==> src/rtl/vedic_mul_sched.sv <==
// vedic_mul_sched: round-robin arbiter sharing one registered vedic multiplier core
// between NUM_REQ requesters, returning ID-tagged products over a valid/ready channel.
module vedic_mul_sched #(
    parameter int NUM_REQ = 4,
    parameter int WIDTH   = 2,
    parameter int MUL_LAT = 1,
    parameter int ID_W    = 2
) (
    input  logic                     clk,
    input  logic                     reset,
    input  logic [NUM_REQ-1:0]       req_valid,
    input  logic [NUM_REQ*WIDTH-1:0] req_a,
    input  logic [NUM_REQ*WIDTH-1:0] req_b,
    output logic [NUM_REQ-1:0]       req_ready,
    output logic [WIDTH-1:0]         mul_a,
    output logic [WIDTH-1:0]         mul_b,
    output logic                     mul_start,
    input  logic [2*WIDTH:0]         mul_product,
    output logic                     rsp_valid,
    output logic [ID_W-1:0]          rsp_id,
    output logic [2*WIDTH-1:0]       rsp_product,
    input  logic                     rsp_ready,
    output logic                     busy
);
    localparam int CW = MUL_LAT > 1 ? $clog2(MUL_LAT) : 1;
    typedef enum logic [1:0] {IDLE, ISSUE, WAIT, RESP} state_t;
    state_t state, state_nx;
    logic [ID_W-1:0] ptr, win, hi_win, lo_win;
    logic [WIDTH-1:0] win_a, win_b, hi_a, hi_b, lo_a, lo_b;
    logic hi_found, any_req;
    logic [CW-1:0] cnt;
    logic unused_msb;
    assign unused_msb = mul_product[2*WIDTH];
    assign any_req = |req_valid;
    // lowest requester above the pointer wins; otherwise wrap to the lowest set bit
    always_comb begin
        hi_found = 1'b0;
        hi_win = '0;
        lo_win = '0;
        hi_a = '0;
        hi_b = '0;
        lo_a = '0;
        lo_b = '0;
        for (int i = NUM_REQ - 1; i >= 0; i--) begin
            if (req_valid[i]) begin
                lo_win = ID_W'(i);
                lo_a = req_a[i*WIDTH +: WIDTH];
                lo_b = req_b[i*WIDTH +: WIDTH];
                if (ID_W'(i) > ptr) begin
                    hi_found = 1'b1;
                    hi_win = ID_W'(i);
                    hi_a = req_a[i*WIDTH +: WIDTH];
                    hi_b = req_b[i*WIDTH +: WIDTH];
                end
            end
        end
    end
    assign win   = hi_found ? hi_win : lo_win;
    assign win_a = hi_found ? hi_a : lo_a;
    assign win_b = hi_found ? hi_b : lo_b;
    // gated by reset so the grant is also cleared while reset is held
    assign req_ready = (reset && state == IDLE && any_req) ? NUM_REQ'(1) << win : '0;
    assign mul_start = state == ISSUE;
    assign rsp_valid = state == RESP;
    assign busy      = state != IDLE;
    always_comb begin
        state_nx = state == IDLE  ? (any_req ? ISSUE : IDLE) :
                   state == ISSUE ? WAIT :
                   state == WAIT  ? (cnt == '0 ? RESP : WAIT) :
                                    (rsp_ready ? IDLE : RESP);
    end
    always_ff @(posedge clk or negedge reset) begin
        if (!reset)
            state <= IDLE;
        else
            state <= state_nx;
    end
    always_ff @(posedge clk or negedge reset) begin
        if (!reset) begin
            ptr <= ID_W'(NUM_REQ - 1);
            cnt <= '0;
            mul_a <= '0;
            mul_b <= '0;
            rsp_id <= '0;
            rsp_product <= '0;
        end else begin
            if (state == IDLE && any_req) begin
                ptr <= win;
                mul_a <= win_a;
                mul_b <= win_b;
            end
            if (state == ISSUE)
                cnt <= CW'(MUL_LAT - 1);
            if (state == WAIT && cnt != '0)
                cnt <= cnt - CW'(1);
            if (state == WAIT && cnt == '0) begin
                rsp_product <= mul_product[2*WIDTH-1:0];
                rsp_id <= ptr;
            end
        end
    end
endmodule

==> config.mk <==
export PLATFORM = sky130hd
export DESIGN_NAME = vedic_mul_sched
export DESIGN_NICKNAME = d
export VERILOG_FILES = /design/src/rtl/vedic_mul_sched.sv
export SDC_FILE = /design/constraint.sdc
export NUM_CORES = 1
export LEC_CHECK = 0
export ABC_AREA = 1
export ABC_CLOCK_PERIOD_IN_PS = 1650
export BUFFER_PORTS_ARGS = -buffer_cell sky130_fd_sc_hd__clkbuf_2
export CAP_MARGIN = 20
export CORE_UTILIZATION = 49
export CTS_BUF_LIST = sky130_fd_sc_hd__clkbuf_4
export CTS_CLUSTER_DIAMETER = 80
export DETAILED_ROUTE_END_ITERATION = 12
export PLACE_DENSITY = 0.81
export SYNTH_ARGS = -nofsm -noshare
export SYNTH_HDL_FRONTEND = slang
export SYNTH_SLANG_ARGS = --single-unit
export TNS_END_PERCENT = 100
==> constraint.sdc <==
create_clock -name clk -period 1.65 [get_ports clk]
set_input_delay 0.4125 -clock clk [delete_from_list [all_inputs] [get_ports clk]]
set_output_delay 0.4125 -clock clk [all_outputs]
set_load 0.02 [all_outputs]
==> results of run 1 <==
-- state kept, by name (all words and copies together) (netlist names) --
register     flops
mul_a            2
cnt              1
rsp_id           2
rsp_product      4
mul_b            2
ptr              2
state            2
-- Yosys cell counts --
cell                        n  area (sq um)
sky130_fd_sc_hd__buf_2      2          10.0
sky130_fd_sc_hd__nor3_1     1          5.00
sky130_fd_sc_hd__nor2_1    39           146
sky130_fd_sc_hd__nand2_1   64           240
sky130_fd_sc_hd__inv_2      3          11.3
sky130_fd_sc_hd__o211ai_1   1          7.51
sky130_fd_sc_hd__a21oi_2    1          8.76
sky130_fd_sc_hd__a21oi_1    1          5.00
sky130_fd_sc_hd__nor2_4     2          22.5
sky130_fd_sc_hd__o21ai_0    2          10.0
sky130_fd_sc_hd__nand3_4    1          17.5
sky130_fd_sc_hd__nand3_1   11          55.1
sky130_fd_sc_hd__mux2_2     4          45.0
sky130_fd_sc_hd__nand2_2    1          6.26
sky130_fd_sc_hd__o21ai_1    3          15.0
sky130_fd_sc_hd__inv_1     21          78.8
sky130_fd_sc_hd__dfstp_2    2          52.6
sky130_fd_sc_hd__nand4_1    1          6.26
sky130_fd_sc_hd__buf_4      3          22.5
sky130_fd_sc_hd__o21ai_2    1          8.76
sky130_fd_sc_hd__dfrtp_1   13           325
-- power by group --
part | switching (mW) | leakage, nW | internal [mW]
Sequential | 0.114 | 0.174 | 0.560
Combinational | 0.976 | 0.745 | 0.625
Clock | 0.134 | 0.0177 | 0.0907
-- final cells by class --
type	instances	area, sq um
Sequential cell	15	378
Timing Repair Buffer	65	422
Inverter	24	95.1
Clock buffer	3	22.5
Tap cell	27	33.8
Fill cell	148	398
Clock inverter	1	5.00
Multi-Input combinational cell	133	688
-- cells by family after synthesis --
logic type / Yosys count
and+or+nand+nor: 120
DFF: 15
muxes: 4
buffers and inverters: 29
AOI/OAI and AO/OA: 9
-- per-stage QoR --
step	TNS [ns]	util, %	setup slack, ns
2_1_floorplan	-0.258	-	-0.0771
4_1_cts	-1.76	77.5	-0.449
6_report	-1.96	80.5	-0.514
3_3_place_gp	-0.589	72.6	-0.166
3_5_place_dp	-0.747	72.6	-0.218
5_1_grt	-2.18	80.5	-0.581
-- metal layers --
| metal | vias to the layer above | GRT usage, % | part of all wire, % |
|---|---|---|---|
| met5 | - | 0 | 0 |
| met2 | 65 | 50.9 | 55 |
| met3 | 11 | 3.74 | 5.7 |
| li1 | 666 | - | - |
| met1 | 565 | 29.9 | 37 |
| met4 | 0 | 12.9 | 2.8 |
-- worst max-delay path: cells and delay by family (launching register included) --
| family | cells | cell delay, ns |
|---|---|---|
| AO/OA/AOI/OAI | 2 | 0.16 |
| buffers and inverters | 2 | 0.18 |
| flip-flops | 1 | 0.59 |
| AND/OR/NAND/NOR | 5 | 0.51 |
-- path summary, 6_finish.rpt --
check                           slack [ns]           end      start  depth (start not counted)
worst max-delay path                 -0.51  req_ready[2]     ptr[1]                          9
worst min-delay path                  0.09      mul_b[1]      reset                          2
worst max register to register        0.06      mul_b[0]     ptr[1]                         11
worst min register to register        0.50        ptr[0]     ptr[0]                          2
max in group asynchronous             1.32        ptr[1]      reset                          2
min in group clk                      0.34      state[0]  rsp_ready                          2
-- cell usage in the layout, fill, tap and decap left out --
| cell | instances |
|---|---|
| sky130_fd_sc_hd__a21oi_1 | 1 |
| sky130_fd_sc_hd__nand3_1 | 10 |
| sky130_fd_sc_hd__dfrtp_1 | 13 |
| sky130_fd_sc_hd__a21oi_4 | 1 |
| sky130_fd_sc_hd__inv_1 | 21 |
| sky130_fd_sc_hd__o21ai_2 | 2 |
| sky130_fd_sc_hd__o21ai_0 | 2 |
| sky130_fd_sc_hd__clkinv_2 | 1 |
| sky130_fd_sc_hd__buf_8 | 2 |
| sky130_fd_sc_hd__o211ai_1 | 1 |
| sky130_fd_sc_hd__nor2_4 | 6 |
| sky130_fd_sc_hd__nand2_1 | 57 |
| sky130_fd_sc_hd__buf_6 | 1 |
| sky130_fd_sc_hd__nor2_1 | 34 |
| sky130_fd_sc_hd__o21ai_1 | 2 |
| sky130_fd_sc_hd__dfstp_2 | 2 |
| sky130_fd_sc_hd__nand2_4 | 3 |
| sky130_fd_sc_hd__clkbuf_8 | 2 |
| sky130_fd_sc_hd__clkbuf_2 | 39 |
| sky130_fd_sc_hd__mux2_2 | 4 |
| sky130_fd_sc_hd__nand4_1 | 1 |
| sky130_fd_sc_hd__buf_4 | 21 |
| sky130_fd_sc_hd__nand2_2 | 5 |
| sky130_fd_sc_hd__inv_4 | 2 |
| sky130_fd_sc_hd__clkbuf_4 | 3 |
| sky130_fd_sc_hd__inv_2 | 1 |
| sky130_fd_sc_hd__nand3_4 | 2 |
| sky130_fd_sc_hd__nor2_2 | 1 |
| sky130_fd_sc_hd__nor3_1 | 1 |
-- what timing repair did --
action | 4_1_cts | 5_1_grt
pin swaps | 7 | 4
setup endpoints to repair | 4 | 6
resized for setup | 12 | 14
setup buffers | 3 | 1
==> impl_metrics.xml, run 1 <==
<?xml version="1.0" encoding="UTF-8"?>
<metrics>
  <group name="setup_path">
    <metric name="timing.setup.critical_path_class" unit="">flop to primary output</metric>
    <metric name="crit_chain" unit="">nand2_2 -&gt; nand2_1 -&gt; o21ai_2 -&gt; nor2_4 -&gt; o21ai_2 -&gt; nand2_4 -&gt; inv_4 -&gt; nor2_4 -&gt; buf_8</metric>
    <metric name="worst-endpoint-arrival" unit="ns">1.75</metric>
    <metric name="cp-end-kind" unit="">primary output</metric>
    <metric name="worst-endpoint-required" unit="ns">1.24</metric>
    <metric name="critPathSlowestCell" unit="">sky130_fd_sc_hd__dfstp_2</metric>
    <metric name="critPathMaxStageDelay" unit="ns">0.59</metric>
    <metric name="critPathLaunchType" unit="">flop</metric>
    <metric name="worst-path-max-fanout" unit="">4</metric>
  </group>
  <group name="timing">
    <metric name="finalWorstPathRequiredPeriod" unit="ns">2.16</metric>
    <metric name="setup_repair_after_global_routing_missed_its_margin" unit="">yes</metric>
    <metric name="timing_max_transition_violations_final" unit="">0</metric>
    <metric name="finalCritPeriodShare" unit="%">131</metric>
    <metric name="finalSetupViolations" unit="">4</metric>
    <metric name="fin_worst_hold_slack" unit="ns">0.0894</metric>
    <metric name="final_worst_setup_slack" unit="ns">-0.514</metric>
    <metric name="skew" unit="ns">0.00363</metric>
    <metric name="worst_slew_pin_slew" unit="ns">0.333</metric>
    <metric name="hold_viol" unit="">0</metric>
    <metric name="slew-limit-headroom" unit="%">77.7</metric>
    <metric name="clock.fmax" unit="MHz">462</metric>
  </group>
  <group name="detailed_routing">
    <metric name="avgViaCountPerCell" unit="">4.88</metric>
    <metric name="total_drc_errors_in_the_routed_layout" unit="">0</metric>
    <metric name="detailedRoute.firstIterationViolations" unit="">26</metric>
    <metric name="wl_per_cell" unit="microns">12.2</metric>
    <metric name="routed-via-count" unit="">1307</metric>
    <metric name="drt-pass1-iter-count" unit="">4</metric>
    <metric name="routed_wl" unit="microns">3270</metric>
    <metric name="antenna_violating_nets_post_route" unit="">0</metric>
  </group>
  <group name="layout">
    <metric name="antenna-diode-count" unit="">0</metric>
    <metric name="share_of_post_route_cells_with_drive_strength_above_1" unit="%">40.7</metric>
    <metric name="final_stage_net_count" unit="">270</metric>
    <metric name="flow.area_growth_from_synthesis" unit="%">49.5</metric>
    <metric name="final_cell_area" unit="sq mm">0.00164</metric>
    <metric name="layout_cells_excl_fill" unit="">268</metric>
  </group>
  <group name="power_and_ir_drop">
    <metric name="power_density" unit="mW/mm^2">1520</metric>
    <metric name="peak_ir_drop_on_the_vdd_network" unit="mV">0.998</metric>
    <metric name="power.total" unit="mW">2.50</metric>
    <metric name="power_leakage" unit="nW">0.937</metric>
  </group>
  <group name="floorplanning">
    <metric name="chipWidth" unit="microns">49.4</metric>
    <metric name="boundaryPins" unit="">45</metric>
    <metric name="core.rowCount" unit="">16</metric>
    <metric name="core_area" unit="sq mm">0.00204</metric>
    <metric name="die_area" unit="sq mm">0.00244</metric>
    <metric name="dieHeight" unit="microns">49.4</metric>
    <metric name="floorplan.initialDensity" unit="%">53.9</metric>
  </group>
  <group name="synth">
    <metric name="synthesized_area_per_cell" unit="sq um">6.21</metric>
    <metric name="largest_family_of_logic_cells_by_synthesized_area" unit="">simple AND/OR/NAND/NOR gates</metric>
    <metric name="synth-seq-cells" unit="">15</metric>
    <metric name="postSynthNetCount" unit="">205</metric>
    <metric name="synth_xor_xnor_area_share" unit="%">0</metric>
    <metric name="post_synth_and_or_nand_nor_area_fraction" unit="%">45.4</metric>
    <metric name="synthMuxAreaShare" unit="%">4.10</metric>
    <metric name="yosysUniqueCellTypes" unit="">21</metric>
    <metric name="count_of_synthesis_stage_warnings_from_yosys" unit="">0</metric>
    <metric name="compound_gate_portion_of_the_synthesized_area" unit="%">5.01</metric>
    <metric name="synth_seq_area_share" unit="%">34.4</metric>
    <metric name="post_synth_instance_area" unit="sq mm">0.00110</metric>
    <metric name="syn_inst" unit="">177</metric>
    <metric name="yosys.area_share.adder" unit="%">0</metric>
  </group>
  <group name="clocking">
    <metric name="clk-insertion-delay-late" unit="ns">0.30</metric>
    <metric name="cts.path.max_buffers" unit="">2</metric>
    <metric name="cts_hold_buffers" unit="">0</metric>
    <metric name="cts.htree.levels" unit="">1</metric>
    <metric name="clock_sink_count" unit="">15</metric>
    <metric name="number_of_buffers_created_by_cts" unit="">3</metric>
    <metric name="cts_root_buf" unit="">sky130_fd_sc_hd__clkbuf_4</metric>
    <metric name="tritoncts" unit="">done</metric>
    <metric name="clk_transition_reported_paths" unit="ns">0.10</metric>
  </group>
  <group name="status">
    <metric name="status" unit="">complete, but fails checks</metric>
    <metric name="failing_checks" unit="">negative setup slack</metric>
  </group>
  <group name="placed_design">
    <metric name="hpwlAfterDp" unit="microns">2270</metric>
    <metric name="placement.io_buffers" unit="">43</metric>
    <metric name="detailed_place.area" unit="sq mm">0.00148</metric>
    <metric name="placed_cells" unit="">260</metric>
    <metric name="place_congestion" unit="">0.820</metric>
  </group>
  <group name="global_routing">
    <metric name="vias_in_the_first_global_route" unit="">1146</metric>
    <metric name="grtUsageTotal" unit="%">27.3</metric>
    <metric name="overflow_left_after_global_routing" unit="">0</metric>
    <metric name="grt_first_pass_wirelength" unit="microns">4960</metric>
    <metric name="grt_antenna_before_repair" unit="">0</metric>
    <metric name="grt_start_max_net_pins" unit="">11</metric>
  </group>
  <group name="flow_run">
    <metric name="max_cap_viol_count" unit="">0</metric>
  </group>
  <group name="worst_hold_path">
    <metric name="min-delay-path-class" unit="">input port to asynchronous set/reset pin</metric>
  </group>
</metrics>
Note: power is estimated with default switching activity, not from simulation.
==> run 2, diff against run 1 <==
--- a/config.mk
+++ b/config.mk
@@ -7,7 +7,7 @@
 export LEC_CHECK = 0
 export ABC_AREA = 1
 export ABC_CLOCK_PERIOD_IN_PS = 1650
-export BUFFER_PORTS_ARGS = -buffer_cell sky130_fd_sc_hd__clkbuf_2
+export BUFFER_PORTS_ARGS = -buffer_cell sky130_fd_sc_hd__buf_2
 export CAP_MARGIN = 20
 export CORE_UTILIZATION = 49
 export CTS_BUF_LIST = sky130_fd_sc_hd__clkbuf_4
==> run 2 against run 1 <==
The flow still finishes with violations (negative setup slack). Combinational power grew 4%. Sequential cell count stayed put. Sequential share of layout area is 0.26 points lower. Utilization up 0.92 points. Final cell count increased by 1.9%. Via count increased by 0.38%. Die area is the same. Worst setup slack better by 0.067 ns. Critical path type unchanged. Largest power group unchanged.
==> impl_metrics.xml, run 2 (same netlist as run 1, synthesis figures left out) <==
<?xml version="1.0" encoding="UTF-8"?>
<metrics>
  <group name="setup_path">
    <metric name="r2r_end" unit="">mul_a[0]</metric>
    <metric name="critPathLaunchType" unit="">flop</metric>
    <metric name="rr_worst_depth" unit="">10</metric>
    <metric name="worst-path-max-fanout" unit="">4</metric>
    <metric name="cp-end-kind" unit="">primary output</metric>
    <metric name="worst-endpoint-arrival" unit="ns">1.68</metric>
    <metric name="timing.setup.critical_path_class" unit="">flop to primary output</metric>
    <metric name="critical_register_to_register_path_startpoint" unit="">ptr[1]</metric>
    <metric name="worst-endpoint-required" unit="ns">1.24</metric>
    <metric name="ff2ff_setup_slack" unit="ns">-0.04</metric>
  </group>
  <group name="worst_hold_path">
    <metric name="min-delay-path-class" unit="">input port to asynchronous set/reset pin</metric>
  </group>
  <group name="timing">
    <metric name="finalSetupViolations" unit="">7</metric>
    <metric name="clock.fmax" unit="MHz">477</metric>
    <metric name="final_worst_setup_slack" unit="ns">-0.447</metric>
    <metric name="hold_viol" unit="">0</metric>
    <metric name="finalWorstPathRequiredPeriod" unit="ns">2.10</metric>
    <metric name="setup_repair_after_global_routing_missed_its_margin" unit="">yes</metric>
    <metric name="worst_slew_pin_slew" unit="ns">0.338</metric>
    <metric name="finalCritPeriodShare" unit="%">127</metric>
    <metric name="skew" unit="ns">0.00462</metric>
    <metric name="slew-limit-headroom" unit="%">77.4</metric>
    <metric name="setup_tns" unit="ns">-1.81</metric>
    <metric name="timing_max_transition_violations_final" unit="">0</metric>
  </group>
  <group name="detailed_routing">
    <metric name="antenna_violating_nets_post_route" unit="">0</metric>
    <metric name="total_drc_errors_in_the_routed_layout" unit="">0</metric>
    <metric name="drt-pass1-iter-count" unit="">4</metric>
    <metric name="detailedRoute.firstIterationViolations" unit="">31</metric>
    <metric name="avgViaCountPerCell" unit="">4.81</metric>
    <metric name="routed-via-count" unit="">1312</metric>
    <metric name="wl_per_cell" unit="microns">11.0</metric>
    <metric name="routed_wl" unit="microns">3020</metric>
  </group>
  <group name="status">
    <metric name="status" unit="">complete, but fails checks</metric>
    <metric name="failing_checks" unit="">negative setup slack</metric>
  </group>
  <group name="placed_design">
    <metric name="place_congestion" unit="">0.829</metric>
    <metric name="placed_cells" unit="">261</metric>
    <metric name="hpwlAfterDp" unit="microns">2230</metric>
    <metric name="placement.io_buffers" unit="">43</metric>
    <metric name="detailed_place.area" unit="sq mm">0.00149</metric>
  </group>
  <group name="clocking">
    <metric name="number_of_buffers_created_by_cts" unit="">3</metric>
    <metric name="clk-insertion-delay-late" unit="ns">0.28</metric>
    <metric name="cts_root_buf" unit="">sky130_fd_sc_hd__clkbuf_4</metric>
    <metric name="cts.path.max_buffers" unit="">2</metric>
    <metric name="cts.htree.levels" unit="">1</metric>
    <metric name="cts_hold_buffers" unit="">0</metric>
    <metric name="clk_transition_reported_paths" unit="ns">0.09</metric>
    <metric name="clock_sink_count" unit="">15</metric>
    <metric name="tritoncts" unit="">done</metric>
  </group>
  <group name="layout">
    <metric name="largest_register_ffs" unit="">4</metric>
    <metric name="final_cell_area" unit="sq mm">0.00166</metric>
    <metric name="share_of_post_route_cells_with_drive_strength_above_1" unit="%">41.9</metric>
    <metric name="antenna-diode-count" unit="">0</metric>
    <metric name="mostFrequentLayoutCell" unit="">sky130_fd_sc_hd__nand2_1</metric>
    <metric name="final_stage_net_count" unit="">275</metric>
    <metric name="flow.area_growth_from_synthesis" unit="%">51.2</metric>
    <metric name="layout_cells_excl_fill" unit="">273</metric>
    <metric name="most_frequent_cells_in_the_layout" unit="">sky130_fd_sc_hd__nand2_1, sky130_fd_sc_hd__buf_2, sky130_fd_sc_hd__nor2_1</metric>
    <metric name="regMostFlops" unit="">rsp_product</metric>
  </group>
  <group name="global_routing">
    <metric name="grtUsageTotal" unit="%">27.6</metric>
    <metric name="grt_start_max_net_pins" unit="">11</metric>
    <metric name="grt_antenna_before_repair" unit="">0</metric>
    <metric name="overflow_left_after_global_routing" unit="">0</metric>
    <metric name="vias_in_the_first_global_route" unit="">1262</metric>
    <metric name="grt_first_pass_wirelength" unit="microns">5180</metric>
  </group>
  <group name="flow_run">
    <metric name="max_cap_viol_count" unit="">0</metric>
  </group>
  <group name="floorplanning">
    <metric name="core.rowCount" unit="">16</metric>
    <metric name="dieHeight" unit="microns">49.4</metric>
    <metric name="floorplan.initialDensity" unit="%">53.9</metric>
    <metric name="chipWidth" unit="microns">49.4</metric>
    <metric name="core_area" unit="sq mm">0.00204</metric>
    <metric name="boundaryPins" unit="">45</metric>
    <metric name="die_area" unit="sq mm">0.00244</metric>
  </group>
  <group name="power_and_ir_drop">
    <metric name="peak_ir_drop_on_the_vdd_network" unit="mV">0.839</metric>
    <metric name="power_density" unit="mW/mm^2">1530</metric>
    <metric name="power_leakage" unit="nW">0.947</metric>
    <metric name="power.total" unit="mW">2.54</metric>
  </group>
</metrics>
run 2: changes by cell type in the layout (fill, tap and decap cells not counted), sizes merged:
cell,change
buf,+46
clkbuf,-41
run 2: layer usage:
layer / track usage (%) / part of all wire (%) / vias to the layer above
li1: - / - / 674
met1: 30.4 / 41 / 592
met2: 53.2 / 55 / 44
met3: 3.74 / 3.1 / 2
met4: 9.52 / 0.76 / 0
met5: 0 / 0 / -
run 2: worst max-delay path, stage by stage (launching register included):
cell and delay [ns]:
sky130_fd_sc_hd__dfstp_2 0.62, sky130_fd_sc_hd__inv_4 0.07, sky130_fd_sc_hd__nand2_2 0.07, sky130_fd_sc_hd__nand2_1 0.06
sky130_fd_sc_hd__nand2_1 0.07, sky130_fd_sc_hd__nand2_1 0.09, sky130_fd_sc_hd__nand2_2 0.11, sky130_fd_sc_hd__nand3_4 0.09
sky130_fd_sc_hd__nor2_4 0.12, sky130_fd_sc_hd__buf_6 0.12
run 2: per-stage QoR:
stage	hold WS (ns)	utilization, %	setup WS [ns]
4_1_cts	0.0781	79.2	-0.412
3_3_place_gp	0.358	73.0	-0.162
2_1_floorplan	0.117	-	-0.0771
6_report	0.106	81.4	-0.447
3_5_place_dp	0.369	73.0	-0.214
5_1_grt	0.0968	81.4	-0.504
run 2: how the worst max path moves through the flow:
stage	start	end	depth (start not counted)
after floorplan	ptr[1]	req_ready[2]	8
after global placement	req_valid[0]	req_ready[3]	6
after detailed placement	req_valid[0]	req_ready[3]	6
after CTS	ptr[1]	req_ready[1]	9
after global routing	ptr[1]	req_ready[1]	9
final	ptr[1]	req_ready[0]	9
run 2: final cells by class:
class,count,area (sq um)
clock inverters,1,5.00
fillers,147,379
flip-flops and latches,15,378
inverters,24,95.1
multi-input cells,133,673
clock buffers,3,22.5
repair buffers,70,455
well taps,27,33.8
run 2: where the power goes:
group | total [mW] | leakage (nW) | switching [mW] | internal (mW)
Clock | 0.205 | 0.0177 | 0.115 | 0.0898
Sequential | 0.679 | 0.174 | 0.119 | 0.561
Combinational | 1.66 | 0.755 | 0.956 | 0.702
run 2: timing repair:
| action | in CTS | in global routing |
|---|---|---|
| setup buffers | 5 | 3 |
| gates resized for setup | 16 | 5 |
| gates cloned | 0 | 0 |
| pin swaps | 7 | 1 |
| endpoints found under the setup margin | 4 | 7 |
==> run 3, diff against run 2 <==
--- a/config.mk
+++ b/config.mk
@@ -14,6 +14,7 @@
 export CTS_CLUSTER_DIAMETER = 80
 export DETAILED_ROUTE_END_ITERATION = 12
 export PLACE_DENSITY = 0.81
+export SETUP_SLACK_MARGIN = 0.1
 export SYNTH_ARGS = -nofsm -noshare
 export SYNTH_HDL_FRONTEND = slang
 export SYNTH_SLANG_ARGS = --single-unit
==> run 3 against run 2 <==
The flow still finishes with violations (negative setup slack). Die area unchanged. Sequential share of layout area decreased by 0.15 points. Critical path depth unchanged. Count of clock-buffer cells in the layout unchanged. Global-route usage increased by 2.3 points. Clock skew decreased by 0.00091 ns. Wire length increased by 17%. Hold slack improved by 0.0081 ns. Sequential cell count unchanged. Register-to-register slack improved by 0.18 ns. Fmax decreased by 0.80%. Total power increased by 2.5%. Highest routed layer unchanged.
==> impl_metrics.xml, run 3 (same netlist as run 1, synthesis figures left out) <==
<?xml version="1.0" encoding="UTF-8"?>
<metrics>
  <group name="power_and_ir_drop">
    <metric name="proportion_of_power_drawn_by_flip_flops_and_latches" unit="%">26.4</metric>
    <metric name="power_share_of_the_clock_group" unit="%">8.0</metric>
    <metric name="power.switching_fraction" unit="%">48.5</metric>
    <metric name="power_leakage" unit="nW">0.950</metric>
    <metric name="internal_power" unit="mW">1.34</metric>
    <metric name="power.switching" unit="mW">1.26</metric>
    <metric name="peak_ir_drop_on_the_vdd_network" unit="mV">0.968</metric>
    <metric name="power_density" unit="mW/mm^2">1560</metric>
    <metric name="power.share.combinational" unit="%">65.6</metric>
  </group>
  <group name="detailed_routing">
    <metric name="routed_wl" unit="microns">3520</metric>
    <metric name="wl_per_cell" unit="microns">12.8</metric>
    <metric name="routed-via-count" unit="">1381</metric>
    <metric name="antenna_violating_nets_post_route" unit="">0</metric>
    <metric name="detailedRoute.firstIterationViolations" unit="">19</metric>
    <metric name="avgViaCountPerCell" unit="">5.04</metric>
    <metric name="drt-pass1-iter-count" unit="">6</metric>
    <metric name="total_drc_errors_in_the_routed_layout" unit="">0</metric>
  </group>
  <group name="layout">
    <metric name="multi_input_comb_area" unit="sq um">678</metric>
    <metric name="seqCellArea" unit="sq um">378</metric>
    <metric name="largest_register_ffs" unit="">4</metric>
    <metric name="flow.area_growth_from_synthesis" unit="%">52.2</metric>
    <metric name="mostFrequentLayoutCell" unit="">sky130_fd_sc_hd__nand2_1</metric>
    <metric name="n_fill_cell" unit="">141</metric>
    <metric name="share_of_post_route_cells_with_drive_strength_above_1" unit="%">43.3</metric>
    <metric name="antenna-diode-count" unit="">0</metric>
    <metric name="regMostFlops" unit="">rsp_product</metric>
    <metric name="most_frequent_cells_in_the_layout" unit="">sky130_fd_sc_hd__nand2_1, sky130_fd_sc_hd__buf_2, sky130_fd_sc_hd__nor2_1</metric>
    <metric name="final_stage_net_count" unit="">276</metric>
    <metric name="layout_cells_excl_fill" unit="">274</metric>
  </group>
  <group name="global_routing">
    <metric name="vias_in_the_first_global_route" unit="">1257</metric>
    <metric name="grtUsageTotal" unit="%">29.9</metric>
    <metric name="overflow_left_after_global_routing" unit="">0</metric>
    <metric name="grt_start_max_net_pins" unit="">11</metric>
    <metric name="grt_antenna_before_repair" unit="">0</metric>
    <metric name="grt_first_pass_wirelength" unit="microns">5420</metric>
  </group>
  <group name="timing">
    <metric name="finalSetupViolations" unit="">4</metric>
    <metric name="setup_tns" unit="ns">-1.81</metric>
    <metric name="fin_worst_hold_slack" unit="ns">0.114</metric>
    <metric name="clock.fmax" unit="MHz">473</metric>
    <metric name="timing_max_transition_violations_final" unit="">0</metric>
    <metric name="hold_viol" unit="">0</metric>
    <metric name="finalCritPeriodShare" unit="%">128</metric>
    <metric name="skew" unit="ns">0.00371</metric>
    <metric name="slew-limit-headroom" unit="%">77.2</metric>
    <metric name="worst_slew_pin_slew" unit="ns">0.342</metric>
    <metric name="setup_repair_after_global_routing_missed_its_margin" unit="">yes</metric>
    <metric name="finalWorstPathRequiredPeriod" unit="ns">2.11</metric>
    <metric name="final_worst_setup_slack" unit="ns">-0.464</metric>
  </group>
  <group name="setup_path">
    <metric name="worst-endpoint-required" unit="ns">1.24</metric>
    <metric name="rr_worst_depth" unit="">9</metric>
    <metric name="critical_register_to_register_path_startpoint" unit="">ptr[1]</metric>
    <metric name="timing.setup.critical_path_class" unit="">flop to primary output</metric>
    <metric name="critPathLaunchType" unit="">flop</metric>
    <metric name="cp-end-kind" unit="">primary output</metric>
    <metric name="ff2ff_setup_slack" unit="ns">0.14</metric>
    <metric name="r2r_end" unit="">mul_a[0]</metric>
    <metric name="worst-path-max-fanout" unit="">4</metric>
    <metric name="worst-endpoint-arrival" unit="ns">1.70</metric>
  </group>
  <group name="floorplanning">
    <metric name="boundaryPins" unit="">45</metric>
    <metric name="dieHeight" unit="microns">49.4</metric>
    <metric name="die_area" unit="sq mm">0.00244</metric>
    <metric name="chipWidth" unit="microns">49.4</metric>
    <metric name="floorplan.initialDensity" unit="%">53.9</metric>
    <metric name="core.rowCount" unit="">16</metric>
    <metric name="core_area" unit="sq mm">0.00204</metric>
  </group>
  <group name="clocking">
    <metric name="number_of_buffers_created_by_cts" unit="">3</metric>
    <metric name="cts.htree.levels" unit="">1</metric>
    <metric name="cts.path.max_buffers" unit="">2</metric>
    <metric name="clock_sink_count" unit="">15</metric>
    <metric name="clk_transition_reported_paths" unit="ns">0.09</metric>
    <metric name="tritoncts" unit="">done</metric>
    <metric name="cts_root_buf" unit="">sky130_fd_sc_hd__clkbuf_4</metric>
    <metric name="cts_hold_buffers" unit="">0</metric>
    <metric name="clk-insertion-delay-late" unit="ns">0.28</metric>
  </group>
  <group name="placed_design">
    <metric name="placed_cells" unit="">262</metric>
    <metric name="placement.io_buffers" unit="">43</metric>
    <metric name="place_congestion" unit="">0.802</metric>
    <metric name="hpwlAfterDp" unit="microns">2450</metric>
  </group>
  <group name="worst_hold_path">
    <metric name="min-delay-path-class" unit="">input port to asynchronous set/reset pin</metric>
  </group>
  <group name="status">
    <metric name="failing_checks" unit="">negative setup slack</metric>
    <metric name="status" unit="">complete, but fails checks</metric>
  </group>
  <group name="flow_run">
    <metric name="max_cap_viol_count" unit="">0</metric>
  </group>
</metrics>
[run 3: routing by layer]
layer / share of wire [%] / global-route usage (%) / vias to the layer above
met1: 37 / 30.3 / 618
met3: 5.6 / 1.87 / 12
li1: - / - / 678
met2: 54 / 59.6 / 73
met5: 0 / 0 / -
met4: 3.8 / 15.7 / 0
[run 3: area by class of cell]
| type | instances | share of cell area, % |
|---|---|---|
| Multi-Input combinational cell | 133 | 40.5 |
| Timing Repair Buffer | 71 | 27.6 |
| Sequential cell | 15 | 22.6 |
| Inverter | 24 | 5.68 |
| Tap cell | 27 | 2.02 |
| Clock buffer | 3 | 1.35 |
| Clock inverter | 1 | 0.299 |
[run 3: critical path, stage by stage, from the launching register on]
cell and delay (ns):
sky130_fd_sc_hd__dfstp_2 0.61, sky130_fd_sc_hd__nand2_2 0.11, sky130_fd_sc_hd__nand2_2 0.07, sky130_fd_sc_hd__o21ai_2 0.06, sky130_fd_sc_hd__nor2_4 0.09, sky130_fd_sc_hd__o21ai_2 0.08
sky130_fd_sc_hd__nand2_2 0.11, sky130_fd_sc_hd__buf_4 0.14, sky130_fd_sc_hd__nor2_4 0.03, sky130_fd_sc_hd__buf_6 0.12
[run 3: worst max path at each step]
| stage | cells past startpoint | endpoint | startpoint | slack, ns |
|---|---|---|---|---|
| final | 9 | req_ready[3] | ptr[1] | -0.46 |
| after global routing | 9 | req_ready[2] | ptr[1] | -0.53 |
| after CTS | 9 | req_ready[2] | ptr[1] | -0.44 |
| after detailed placement | 9 | req_ready[2] | ptr[1] | -0.23 |
| after global placement | 9 | req_ready[2] | ptr[1] | -0.16 |
| after floorplan | 8 | req_ready[2] | ptr[1] | -0.08 |
[run 3: power by group through the flow]
stage               logic [mW]  registers, mW  clock network [mW]
CTS                       1.54          0.672               0.215
finish                    1.71          0.687               0.209
global route              1.84          0.703               0.221
floorplan                0.772          0.810                   0
detailed placement        1.43          0.670                   0
global placement          1.38          0.649                   0
[run 3: what timing repair did]
item / in CTS / in global routing
endpoints found under the hold margin: 0 / 0
setup buffers: 5 / 4
setup endpoints to repair: 4 / 8
pin swaps: 8 / 9
resized for setup: 18 / 9
[run 3: stage by stage]
step	utilization, %	instance area, sq um	setup WS, ns	power [mW]
after floorplan	-	1150	-0.0771	1.58
after global placement	73.3	1500	-0.155	2.03
after detailed placement	73.3	1500	-0.231	2.10
after CTS	79.2	1620	-0.441	2.43
after global routing	82.0	1670	-0.530	2.76
final	82.0	1670	-0.464	2.60
